<file path="config.mk">
export PLATFORM = sky130hd
export DESIGN_NAME = instr_fetch_unit
export DESIGN_NICKNAME = d
export VERILOG_FILES = /design/src/rtl/instr_fetch_unit.sv
export SDC_FILE = /design/constraint.sdc
export NUM_CORES = 1
export LEC_CHECK = 0
export ABC_AREA = 1
export CAP_MARGIN = 20
export CORE_MARGIN = 2
export CORE_UTILIZATION = 52
export CTS_BUF_LIST = sky130_fd_sc_hd__clkbuf_16
export DETAILED_ROUTE_END_ITERATION = 10
export HOLD_SLACK_MARGIN = 0.12
export PLACE_DENSITY = 0.87
export SYNTH_ARGS = -nofsm -noshare
export SYNTH_HDL_FRONTEND = slang
export SYNTH_SLANG_ARGS = --single-unit
</file>
<file path="constraint.sdc">
create_clock -name clk -period 4.2 [get_ports clk]
set_input_delay 0.84 -clock clk [delete_from_list [all_inputs] [get_ports clk]]
set_output_delay 0.84 -clock clk [all_outputs]
set_load 0.005 [all_outputs]
</file>
<file path="src/rtl/instr_fetch_unit.sv">
// Fetch stage: owns the PC, drives the instruction memory address and loads the
// IF/ID register, with stall, flush, redirect and a sticky fault for bad PCs.
module instr_fetch_unit #(
    parameter logic [31:0] RESET_PC   = 32'h0000_0000,
    parameter int          IMEM_WORDS = 1024,
    parameter logic [31:0] NOP_INSTR  = 32'h0000_0000
) (
    input  logic        clk,
    input  logic        rst,
    output logic [31:0] imem_addr,
    input  logic [31:0] imem_data,
    input  logic        stall,
    input  logic        flush,
    input  logic        redirect_valid,
    input  logic [31:0] redirect_pc,
    output logic        if_id_valid,
    output logic [31:0] if_id_pc,
    output logic [31:0] if_id_pc4,
    output logic [31:0] if_id_instr,
    output logic        fetch_fault,
    output logic [31:0] fault_pc,
    output logic [31:0] fetch_count
);

    typedef enum logic [1:0] {
        ST_BOOT  = 2'd0,
        ST_RUN   = 2'd1,
        ST_FAULT = 2'd2
    } state_e;

    // One bit wider than the PC so the byte limit compares without overflow.
    localparam logic [32:0] PC_LIMIT = 33'(4 * IMEM_WORDS);

    function automatic logic pc_illegal(input logic [31:0] pc);
        return (pc[1:0] != 2'b00) || ({1'b0, pc} >= PC_LIMIT);
    endfunction

    state_e      state_q, state_d;
    logic [31:0] pc_q, pc_d;
    logic        valid_q, valid_d;
    logic [31:0] ipc_q, ipc_d;
    logic [31:0] ipc4_q, ipc4_d;
    logic [31:0] instr_q, instr_d;
    logic        fault_q, fault_d;
    logic [31:0] fault_pc_q, fault_pc_d;
    logic [31:0] count_q, count_d;

    // Next-state selection in priority order: redirect, bad PC, stall, flush, fetch.
    always_comb begin
        state_d    = state_q;
        pc_d       = pc_q;
        valid_d    = valid_q;
        ipc_d      = ipc_q;
        ipc4_d     = ipc4_q;
        instr_d    = instr_q;
        fault_d    = fault_q;
        fault_pc_d = fault_pc_q;
        count_d    = count_q;
        case (state_q)
            ST_BOOT: begin
                state_d = ST_RUN;
                valid_d = 1'b0;
            end
            ST_RUN: begin
                if (redirect_valid) begin
                    pc_d    = redirect_pc;
                    valid_d = 1'b0;
                    instr_d = NOP_INSTR;
                end else if (pc_illegal(pc_q)) begin
                    state_d    = ST_FAULT;
                    fault_d    = 1'b1;
                    fault_pc_d = pc_q;
                    valid_d    = 1'b0;
                    instr_d    = NOP_INSTR;
                end else if (stall) begin
                    // A flush during a stall only invalidates; the PC fields stay put.
                    if (flush) begin
                        valid_d = 1'b0;
                    end else begin
                        valid_d = valid_q;
                    end
                end else if (flush) begin
                    pc_d    = pc_q + 32'd4;
                    valid_d = 1'b0;
                    instr_d = NOP_INSTR;
                end else begin
                    pc_d    = pc_q + 32'd4;
                    valid_d = 1'b1;
                    ipc_d   = pc_q;
                    ipc4_d  = pc_q + 32'd4;
                    instr_d = imem_data;
                    count_d = count_q + 32'd1;
                end
            end
            ST_FAULT: begin
                valid_d = 1'b0;
                if (redirect_valid) begin
                    pc_d    = redirect_pc;
                    state_d = ST_RUN;
                    fault_d = 1'b0;
                end else begin
                    state_d = ST_FAULT;
                end
            end
            default: begin
                state_d = ST_BOOT;
                valid_d = 1'b0;
            end
        endcase
    end

    // State and output registers with synchronous reset.
    always_ff @(posedge clk) begin
        if (rst) begin
            state_q    <= ST_BOOT;
            pc_q       <= RESET_PC;
            valid_q    <= 1'b0;
            ipc_q      <= 32'h0000_0000;
            ipc4_q     <= 32'h0000_0000;
            instr_q    <= NOP_INSTR;
            fault_q    <= 1'b0;
            fault_pc_q <= 32'h0000_0000;
            count_q    <= 32'h0000_0000;
        end else begin
            state_q    <= state_d;
            pc_q       <= pc_d;
            valid_q    <= valid_d;
            ipc_q      <= ipc_d;
            ipc4_q     <= ipc4_d;
            instr_q    <= instr_d;
            fault_q    <= fault_d;
            fault_pc_q <= fault_pc_d;
            count_q    <= count_d;
        end
    end

    assign imem_addr   = pc_q;
    assign if_id_valid = valid_q;
    assign if_id_pc    = ipc_q;
    assign if_id_pc4   = ipc4_q;
    assign if_id_instr = instr_q;
    assign fetch_fault = fault_q;
    assign fault_pc    = fault_pc_q;
    assign fetch_count = count_q;

endmodule

</file>
==> metrics.md, run 1 <==
| Metric | Value |
|---|---|
| Layout area overhead | 35.5% |
| WP data required | 4520 ps |
| RSZ-0062 raised after global routing | false |
| Fill cells | 1475 |
| Sequential share of the synthesized area | 43.2% |
| Crit path buf inv count | 3 |
| Leakage | between 5 and 6 nW |
| Worst path cell trace | clkdlybuf4s50_1 > inv_2 > nand2_1 > o21ai_1 > a21oi_2 > nand2_4 > clkinv_2 > o21ai_0 > nor2_1 |
| CTS resizes | 0 |
| # rows | between 40 and 50 |
| FF/Latch Area | 0.00388 mm² |
| Top Family by Delay on Critical Path | buffers and inverters |
| Port buffer count | 262 |
| Final #Nets | approximately 1600 |
| Layout Utilization | 71.1% |
| Critical path depth in cells | 9 |
| Final ANT Viol Nets | 0 |
| DRC Markers | 0 |
| Worst setup SP type | input pin |
| Layout cell share with drive strength beyond 1 | 4.04% |
| Chip Height | around 140 µm |
| Mapped Nets | 1405 |
| Worst VDD drop | 0.000421 V |
| Clk_lat worst skew | 430 ps |
| Top_reg_cell synth | dfxtp_1 |
| Total setup buffers inserted after CTS | 0 |
| Final Max Slew Viols | 0 |
| ANT cells | 0 |
| Die ar. | 0.0183 mm² |
| Hold_sp | if_id_pc4[14] |
| Worst hold margin | 461 ps |
| Largest net degree at the start of global routing | between 100 and 150 |
| Syn Inst Count | 1329 |
| Crit-path slowest cell | clkdlybuf4s50_1 |
| Worst Setup EP | imem_addr[16] |
| Cell variety after synth | 32 |
| Cell area power density | 550 mW/mm² |
| # setup viols final | 0 |
| First-pass GRT wire length | 41.3 mm |
| FF-to-FF End | if_id_pc[2] |
| Worst clock skew | ~11 ps |
| CTS tree | done |
| Detailed Place HPWL | 18.0 mm |
| GRT Total Usage | approximately 28% |
| Max Freq | 368 MHz |
| Worst rel slew slack | between 20% and 30% |
| Setup TNS | 0 ps |
| Grt ovf | 0 |
| Crit end category | register |
| Worst Setup SP | redirect_valid |
| TritonCTS Buffers | 17 |
| # IOs | approximately 260 |
| Post-route minimum period | around 2700 ps |
| Antenna violations before repair | 0 |
| Slowest cell delay on critical path | 560 ps |
| R2r setup slk | 1490 ps |
| Hold Crit Class | reg -> reg |
| CTS sink count | 194 |
| Mapped Area | 0.00898 mm² |
| Number of synthesized flops with an enable pin | 0 |
| Ys Warns | 0 |
| Die W | ~140 µm |
| Post-Syn Area per Cell | 6.76 µm² |
| Reg2Reg Depth | 10 |
| Routed vias/inst | 5.25 |
| Avg WL per Cell | 14.7 µm |
| Worst hold stages | 2 |
| DR vias | 9363 |
| Initial Util | a little over half |
| First-pass DRT Iterations | 5 |
| Routability Congestion | between 0.9 and 1 |
| Reg clk slew, reported paths | 80 ps |
| Root buffer cell | clkbuf_16 |
| Max Root-Sink Buffers | 2 |
| Footprint of the multi-input gates | 0.00436 mm² |
| Status | finished clean |
| H-Tree Depth | 4 |
| Worst slew pin tran | roughly 1100 ps |
| Post-synth ARST share | 0% |
| Vias in the first global route | 8512 |
| Final WL | 26.3 mm |
| Final Hold Vio Count | 0 |
| Hold_buf cts | 0 |
| Type of the worst setup path | in -> reg |
| Post-route clock period utilization | 64.7% |
| DR iter-0 viols | 692 |
| Max_cap viols | 0 |
| CP arrival | 3030 ps |
| R2R Path Start | state_q[0] |
| Yosys reg bits | 194 |
| Core box area | 0.0171 mm² |
| Crit-path max FO | 34 |
-- registers in the layout, summed over array words and instances (netlist names) --
signal / cells
imem_addr: 32
fetch_count: 32
if_id_pc: 32
state_q: 2
if_id_pc4: 30
if_id_instr: 32
fault_pc: 32
fetch_fault: 1
if_id_valid: 1
-- where the power goes --
| part | internal (mW) | switching, mW |
|---|---|---|
| clock | 0.810 | 0.817 |
| combinational | 1.12 | 1.31 |
| sequential | 2.23 | 0.409 |
| total | 4.16 | 2.54 |
-- layout by cell type, fill, tap and decap left out --
| cell type | count |
|---|---|
| inv_2 | 5 |
| inv_6 | 2 |
| nand4_2 | 1 |
| o21ai_1 | 30 |
| o21a_1 | 1 |
| buf_4 | 6 |
| xor2_1 | 9 |
| nand3b_1 | 13 |
| nor3_1 | 3 |
| nand3_1 | 90 |
| dfxtp_1 | 194 |
| inv_1 | 90 |
| o21bai_1 | 2 |
| clkdlybuf4s50_1 | 262 |
| clkinv_4 | 2 |
| nand4_1 | 15 |
| nor2_2 | 3 |
| nand2_1 | 292 |
| inv_4 | 1 |
| inv_8 | 5 |
| nand2_4 | 3 |
| clkinv_2 | 1 |
| xnor2_1 | 13 |
| nand4_4 | 1 |
| nor2_1 | 331 |
| clkinvlp_4 | 1 |
| clkinv_8 | 5 |
| a21oi_1 | 53 |
| o21ai_0 | 90 |
| nand3_4 | 1 |
| a21oi_2 | 1 |
| clkbuf_16 | 17 |
| nor2_4 | 7 |
| nand2_2 | 1 |
| ha_1 | 7 |
-- worst register-to-register path: stages, from the launching register on --
cell and delay (ps):
dfxtp_1 440, ha_1 480, inv_2 130, nor2_1 110, inv_1 70, nor2_2 220, nand2_4 390, inv_2 510
nand2_1 140, nand2_1 80, nor2_1 50
-- logic make-up (layout without fill, tap and decap cells) --
| logic type | Yosys count | in the layout | share of synthesized area (%) |
|---|---|---|---|
| flops | 194 | 194 | 43.2 |
| fa+ha+maj | 7 | 7 | 0.975 |
| simple gates | 761 | 761 | 35.5 |
| buf+inv | 168 | 397 | 8.18 |
| xor+xnor | 22 | 22 | 2.15 |
| compound gates | 177 | 177 | 9.99 |
-- cell usage after synthesis, drive strengths merged, types with 13 or more instances --
master,n,area share [%]
a21oi,54,3.1
nor2,341,15
nand4,17,1.4
dfxtp,194,43
inv,96,4.0
xnor2,13,1.3
buf,33,2.5
o21ai,120,6.7
nand3b,13,1.1
nand2,296,13
nand3,91,5.2
clkbuf,38,1.6
-- routing by layer --
layer / vias up / track usage (%) / share of wire, %
li1: 4622 / - / -
met1: 4248 / 35.5 / 42
met2: 431 / 45.8 / 46
met3: 62 / 5.91 / 8.8
met4: 0 / 10.1 / 3.0
met5: - / 0 / 0
-- through the flow --
step	power [mW]	instance area [µm²]	std cells	setup WS, ps
6_report	6.69	12200	1783	1480
5_1_grt	7.08	12200	1783	1220
4_1_cts	6.70	12200	1783	1490
3_5_place_dp	5.07	11600	1751	1110
3_3_place_gp	5.01	11600	1751	1180
2_1_floorplan	3.94	8980	1329	2370
-- area by class of cell --
cell class                 instances  share of cell area (%)
timing repair buffer             268                    21.9
clock buffer                      17                    3.50
clock inverter                    15                    1.48
multi-input combinational        967                    35.8
tap                              225                    2.31
inverter                          97                    3.02
sequential                       194                    31.9
-- worst min-delay path by stage --
stage	slack (ps)	end
global placement	440	if_id_pc[12]
global route	480	if_id_pc[20]
finish	460	if_id_pc4[14]
floorplan	450	if_id_pc[19]
CTS	460	if_id_pc[19]
detailed placement	450	if_id_pc[12]
(Power assumes the default switching activity.)
==> inputs of run 2 (changes only) <==
--- a/config.mk
+++ b/config.mk
@@ -8,11 +8,11 @@
 export ABC_AREA = 1
 export CAP_MARGIN = 20
 export CORE_MARGIN = 2
-export CORE_UTILIZATION = 52
+export CORE_UTILIZATION = 43
 export CTS_BUF_LIST = sky130_fd_sc_hd__clkbuf_16
 export DETAILED_ROUTE_END_ITERATION = 10
 export HOLD_SLACK_MARGIN = 0.12
-export PLACE_DENSITY = 0.87
+export PLACE_DENSITY = 0.77
 export SYNTH_ARGS = -nofsm -noshare
 export SYNTH_HDL_FRONTEND = slang
 export SYNTH_SLANG_ARGS = --single-unit
==> constraint.sdc (replaced) <==
create_clock -name clk -period 2.2 [get_ports clk]
set_input_delay 0.44 -clock clk [delete_from_list [all_inputs] [get_ports clk]]
set_output_delay 0.44 -clock clk [all_outputs]
set_load 0.005 [all_outputs]
==> run 2 against run 1 <==
First-iteration DRC count is 21% lower. Cell area grew 3.8%. Via count barely moved. Utilization fell by 9.1 points. Sequential cell count stayed put. Cell count grew 4.4%. Register-to-register slack worse by 1300 ps. Largest cell class unchanged.
==> metrics.md, run 2 (same netlist as run 1, synthesis figures left out) <==
| Metric | Value |
|---|---|
| Final WL | 27.5 mm (+4.6%) |
| Avg WL per Cell | 14.8 µm (+0.15%) |
| Post-route clock period utilization | 92.7% |
| # IOs | 263 (unchanged) |
| Pwr Total | 13.2 mW (+98%) |
| First-pass DRT Iterations | 5 (unchanged) |
| Finished Cell Area | 0.0126 mm² (+3.8%) |
| Routability Congestion | 0.928 (+1.2%) |
| Worst rel slew slack | 61.8% (+33 points) |
| Detailed Place HPWL | 19.5 mm (+8.2%) |
| Initial Util | 44.1% (-8.4 points) |
| First-pass GRT wire length | 43.7 mm (+5.8%) |
| Part of the power in registers | 36.7% (-2.7 points) |
| Max Root-Sink Buffers | 2 (unchanged) |
| Die ar. | 0.0221 mm² (+20%) |
| CP arrival | 1600 ps (-1430 ps) |
| Worst VDD drop | 0.000759 V (+80%) |
| Worst path cell trace | clkdlybuf4s50_1 |
| Clk_lat worst skew | 430 ps (about the same) |
| Worst slew pin tran | 573 ps (-497 ps) |
| Layout area overhead | 40.6% |
| Port buffer count | 262 (unchanged) |
| Crit-path max FO | 8 (-76%) |
| Core box area | 0.0204 mm² (+19%) |
| Antenna violations before repair | 0 (unchanged) |
| Vias in the first global route | 8720 (+2.4%) |
| Sw Ratio | 37.1% (-0.82 points) |
| WP data required | 1760 ps (-2760 ps) |
| Slowest cell delay on critical path | 590 ps (+30 ps) |
| Crit path buf inv count | 1 (-2) |
| Cell total after placement | 1830 (+4.5%) |
| Top Family by Delay on Critical Path | buffers and inverters |
| Fill cells | 1861 (+26%) |
| Reg clk slew, reported paths | 80 ps (about the same) |
| DRC Markers | 0 (unchanged) |
| # setup viols final | 0 (unchanged) |
| Non-filler instance count after layout | 1862 (+4.4%) |
| Int Pwr | 8.32 mW (+100%) |
| ANT cells | 0 (unchanged) |
| H-Tree Depth | 4 (unchanged) |
| Hold Crit Class | reg -> reg |
| Largest net degree at the start of global routing | 55 (-54%) |
| Post-route minimum period | around 2000 ps |
| Type of the worst setup path | reg -> out |
| Setup TNS | 0 ps (unchanged) |
| Root buffer cell | clkbuf_16 |
| # rows | 52 (+8.3%) |
| TritonCTS Buffers | 17 (unchanged) |
| Max Freq | 491 MHz |
| DR iter-0 viols | 545 (-21%) |
| DR vias | 9361 (-0.021%) |
| Final #Nets | 1655 (+2.1%) |
| Cell area power density | 1050 mW/mm² (+90%) |
| Placement Cell Area | 0.0120 mm² (+3.7%) |
| Clk pwr share | 24.5% (+0.2 points) |
| Max_cap viols | 0 (unchanged) |
| CTS sink count | 194 (unchanged) |
| Most common cell after layout, fill and taps aside | nor2_1 |
| Routed vias/inst | 5.03 (-4.3%) |
| Die W | 149 µm (+9.7%) |
| Worst clock skew | 14.3 ps (+3.38 ps) |
| Final Max Slew Viols | 0 (unchanged) |
| Crit end category | output pin |
| Total setup buffers inserted after CTS | 0 (unchanged) |
| Chip Height | 149 µm (+9.7%) |
| Crit-path slowest cell | clkdlybuf4s50_1 |
| Comb pwr share | 38.8% (+2.5 points) |
| Most frequent cells in the layout | nor2_1, nand2_1, clkdlybuf4s50_1, dfxtp_1 |
| GRT Total Usage | 24.3% (-3.3 points) |
| Status | finished clean |
| Worst setup SP type | register |
| Grt ovf | 0 (unchanged) |
| CTS tree | done |
| Final Hold Vio Count | 0 (unchanged) |
| CTS resizes | 0 (unchanged) |
| Layout cell share with drive strength beyond 1 | 6.09% (+2.0 points) |
| Leakage | 5.29 nW (+4.3%) |
| Final ANT Viol Nets | 0 (unchanged) |
| RSZ-0062 raised after global routing | false |
| Hold_buf cts | 0 (unchanged) |
| Switch Pwr | 4.90 mW (+93%) |
run 2: cell count changes in the layout (fill, tap and decap cells not counted):
cell       delta
clkinv_8      +3
buf_12        +9
buf_4        +25
inv_6         -1
bufinv_16     +1
inv_8         -3
run 2: power groups by stage:
stage	logic [mW]	clock network, mW	registers, mW
floorplan	2.62	0	4.91
global placement	5.05	0	4.91
CTS	5.16	3.31	4.85
finish	5.13	3.24	4.86
global route	5.66	3.47	4.95
detailed placement	5.13	0	4.92
run 2: per-stage QoR:
stage	setup WS, ps	util, %	hold WS, ps
2_1_floorplan	567	-	449
3_3_place_gp	89.2	58.9	442
3_5_place_dp	36.6	58.9	446
4_1_cts	138	62.0	459
5_1_grt	11.2	62.0	477
6_report	161	62.0	457
run 2: worst min-delay path, delay by kind of cell, from the launching register on:
kind          cells  cell delay, ps
simple gates      1              70
flops             1             320
buf+inv           1              40
run 2: final timing paths:
check                      from  cells after the start  slack (ps)              end
setup / recovery   imem_addr[9]                      1         160     imem_addr[9]
hold / removal    if_id_pc4[25]                      2         460    if_id_pc4[25]
setup reg to reg     state_q[1]                      7         230  if_id_instr[26]
hold reg to reg   if_id_pc4[25]                      2         460    if_id_pc4[25]
run 2: cell type report:
cell class | instances | area, µm² | share of cell area [%]
Multi-Input combinational cell | 967 | 4360 | 34.5
Tap cell | 270 | 338 | 2.68
Clock inverter | 15 | 216 | 1.71
Inverter | 97 | 368 | 2.91
Sequential cell | 194 | 3880 | 30.8
Timing Repair Buffer | 302 | 3040 | 24.0
Clock buffer | 17 | 425 | 3.37
run 2: metal layers:
| layer | wire length [µm] | share of wire, % | vias up | global-route usage (%) |
|---|---|---|---|---|
| met5 | 0 | 0 | - | 0 |
| met4 | 467 | 1.7 | 0 | 6.38 |
| met3 | 2020 | 7.3 | 30 | 5.64 |
| met2 | 13000 | 47 | 326 | 41.2 |
| met1 | 12000 | 43 | 4308 | 31.2 |
| li1 | - | - | 4697 | - |
==> inputs of run 3 (changes only) <==
--- a/config.mk
+++ b/config.mk
@@ -9,10 +9,10 @@
 export CAP_MARGIN = 20
 export CORE_MARGIN = 2
 export CORE_UTILIZATION = 43
-export CTS_BUF_LIST = sky130_fd_sc_hd__clkbuf_16
 export DETAILED_ROUTE_END_ITERATION = 10
 export HOLD_SLACK_MARGIN = 0.12
 export PLACE_DENSITY = 0.77
+export RECOVER_POWER = 100
 export SYNTH_ARGS = -nofsm -noshare
 export SYNTH_HDL_FRONTEND = slang
 export SYNTH_SLANG_ARGS = --single-unit
==> run 3 against run 2 <==
Clock skew down 0.61 ps. Non-clock buffer count unchanged. Die area unchanged. Maximum frequency down 3.7%. Cell area down 0.52%. Count of clock-buffer cells in the layout unchanged. Combinational power down 6.6%. First-iteration DRC count up 2.8%. Highest routed layer unchanged.
==> metrics.md, run 3 (same netlist as run 1, synthesis figures left out) <==
| Metric | Value |
|---|---|
| Post-route clock period utilization | 96.2% (+3.5 points) |
| Worst setup SP type | register |
| # rows | 52 (unchanged) |
| Worst slew pin tran | 658 ps (+84.9 ps) |
| DR iter-0 viols | 560 (+2.8%) |
| Crit-path slowest cell | clkdlybuf4s50_1 |
| Largest net degree at the start of global routing | 55 (unchanged) |
| Crit-path max FO | 4 (-4) |
| Layout Utilization | 61.7% (-0.32 points) |
| Max_cap viols | 0 (unchanged) |
| Most common cell after layout, fill and taps aside | nor2_1 |
| CTS tree | done |
| Status | finished clean |
| Vias in the first global route | 8720 (unchanged) |
| Detailed Place HPWL | 19.5 mm (unchanged) |
| Crit end category | output pin |
| Final ANT Viol Nets | 0 (unchanged) |
| Leakage | 5.85 nW (+11%) |
| RSZ-0062 raised after global routing | false |
| Layout cell share with drive strength beyond 1 | 5.53% (-0.57 points) |
| Cell area power density | 1020 mW/mm² (-2.3%) |
| Worst clock skew | 13.7 ps (-0.615 ps) |
| Avg WL per Cell | 14.7 µm (-0.25%) |
| CTS resizes | 0 (unchanged) |
| Top Family by Delay on Critical Path | buffers and inverters |
| Max Freq | 473 MHz (-3.7%) |
| H-Tree Depth | 4 (unchanged) |
| Reg clk slew, reported paths | 80 ps (about the same) |
| Crit path buf inv count | 2 (+1) |
| GRT Total Usage | 24.3% (unchanged) |
| Chip Height | 149 µm (unchanged) |
| Hold_buf cts | 0 (unchanged) |
| Type of the worst setup path | reg -> out |
| Slowest cell delay on critical path | 570 ps (-20 ps) |
| TritonCTS Buffers | 17 (unchanged) |
| Final WL | 27.4 mm (-0.25%) |
| First-pass GRT wire length | 43.7 mm (unchanged) |
| Setup TNS | 0 ps (unchanged) |
| Most frequent cells in the layout | nor2_1, nand2_1, dfxtp_1, dlygate4sd3_1, o21ai_0 |
| Final Max Slew Viols | 0 (unchanged) |
| Die ar. | 0.0221 mm² (unchanged) |
| First-pass DRT Iterations | 5 (unchanged) |
| Antenna violations before repair | 0 (unchanged) |
| Grt ovf | 0 (unchanged) |
| Initial Util | 44.1% (unchanged) |
| Root buffer cell | clkbuf_16 |
| Die W | 149 µm (unchanged) |
| Cell total after placement | 1830 (unchanged) |
| Layout area overhead | 39.9% |
| # IOs | 263 (unchanged) |
| Non-filler instance count after layout | 1862 (unchanged) |
| WP data required | 1760 ps (about the same) |
| Worst path cell trace | clkbuf_1 > clkdlybuf4s50_1 |
| Clk_lat worst skew | 430 ps (about the same) |
| # setup viols final | 0 (unchanged) |
| Total setup buffers inserted after CTS | 0 (unchanged) |
| Post-route minimum period | 2120 ps (+77.4 ps) |
| CP arrival | 1680 ps (+80 ps) |
| Final Hold Vio Count | 0 (unchanged) |
| Worst rel slew slack | 56.1% (-5.6 points) |
| Routability Congestion | 0.928 (unchanged) |
| Hold Crit Class | reg -> reg |
| Worst VDD drop | 0.000755 V (-0.46%) |
| Port buffer count | 262 (unchanged) |
| DRC Markers | 0 (unchanged) |
| ANT cells | 0 (unchanged) |
| DR vias | 9361 (unchanged) |
| Routed vias/inst | 5.03 (unchanged) |
| Max Root-Sink Buffers | 2 (unchanged) |
| Core box area | 0.0204 mm² (unchanged) |
| CTS sink count | 194 (unchanged) |
| Final #Nets | 1655 (unchanged) |
## run 3: cell count changes in the layout (fill, tap and decap cells not counted), moves of 2 or more
cell	delta
buf_12	-2
buf_4	-9
clkbuf_1	+5
clkbuf_2	+4
clkdlybuf4s50_1	-186
dlygate4sd3_1	+186
o21ai_0	+13
o21ai_1	-13
## run 3: worst paths after layout
check	endpoint	startpoint	cells past startpoint	slack (ps)
worst max register to register	fault_pc[16]	imem_addr[19]	9	180
worst min-delay path	if_id_pc4[25]	if_id_pc4[25]	2	450
worst max-delay path	imem_addr[5]	imem_addr[5]	2	80
worst min register to register	if_id_pc4[25]	if_id_pc4[25]	2	450
## run 3: per-stage QoR
stage	hold WS (ps)	power, mW	setup WS (ps)	cell area, µm²
after floorplan	449	7.53	567	8980
after global placement	442	9.96	89.2	12000
after detailed placement	446	10.1	36.6	12000
after CTS	459	13.3	138	12600
after global routing	474	13.7	10.1	12600
final	454	12.9	84.0	12600
## run 3: tightest hold or removal path, cell delays in order (launching register included)
cell     delay, ps
dfxtp_1        310
nand3_1         70
inv_1           40
## run 3: final cells by class
cell class | count | area, µm²
clock inverter | 15 | 216
tap | 270 | 338
sequential | 194 | 3880
fill | 1881 | 7800
multi-input combinational | 967 | 4350
timing repair buffer | 302 | 2980
inverter | 97 | 368
clock buffer | 17 | 425
## run 3: report_power, final
| group | leakage (nW) | internal [mW] | switching (mW) |
|---|---|---|---|
| registers | 1.58 | 4.25 | 0.575 |
| logic | 3.97 | 2.10 | 2.69 |
| clock network | 0.304 | 1.66 | 1.57 |
## run 3: metal layers
layer | up-vias | global-route usage, % | share of wire, %
li1 | 4701 | - | -
met1 | 4298 | 31.2 | 43
met2 | 334 | 41.2 | 48
met3 | 28 | 5.64 | 7.1
met4 | 0 | 6.38 | 1.6
met5 | - | 0 | 0
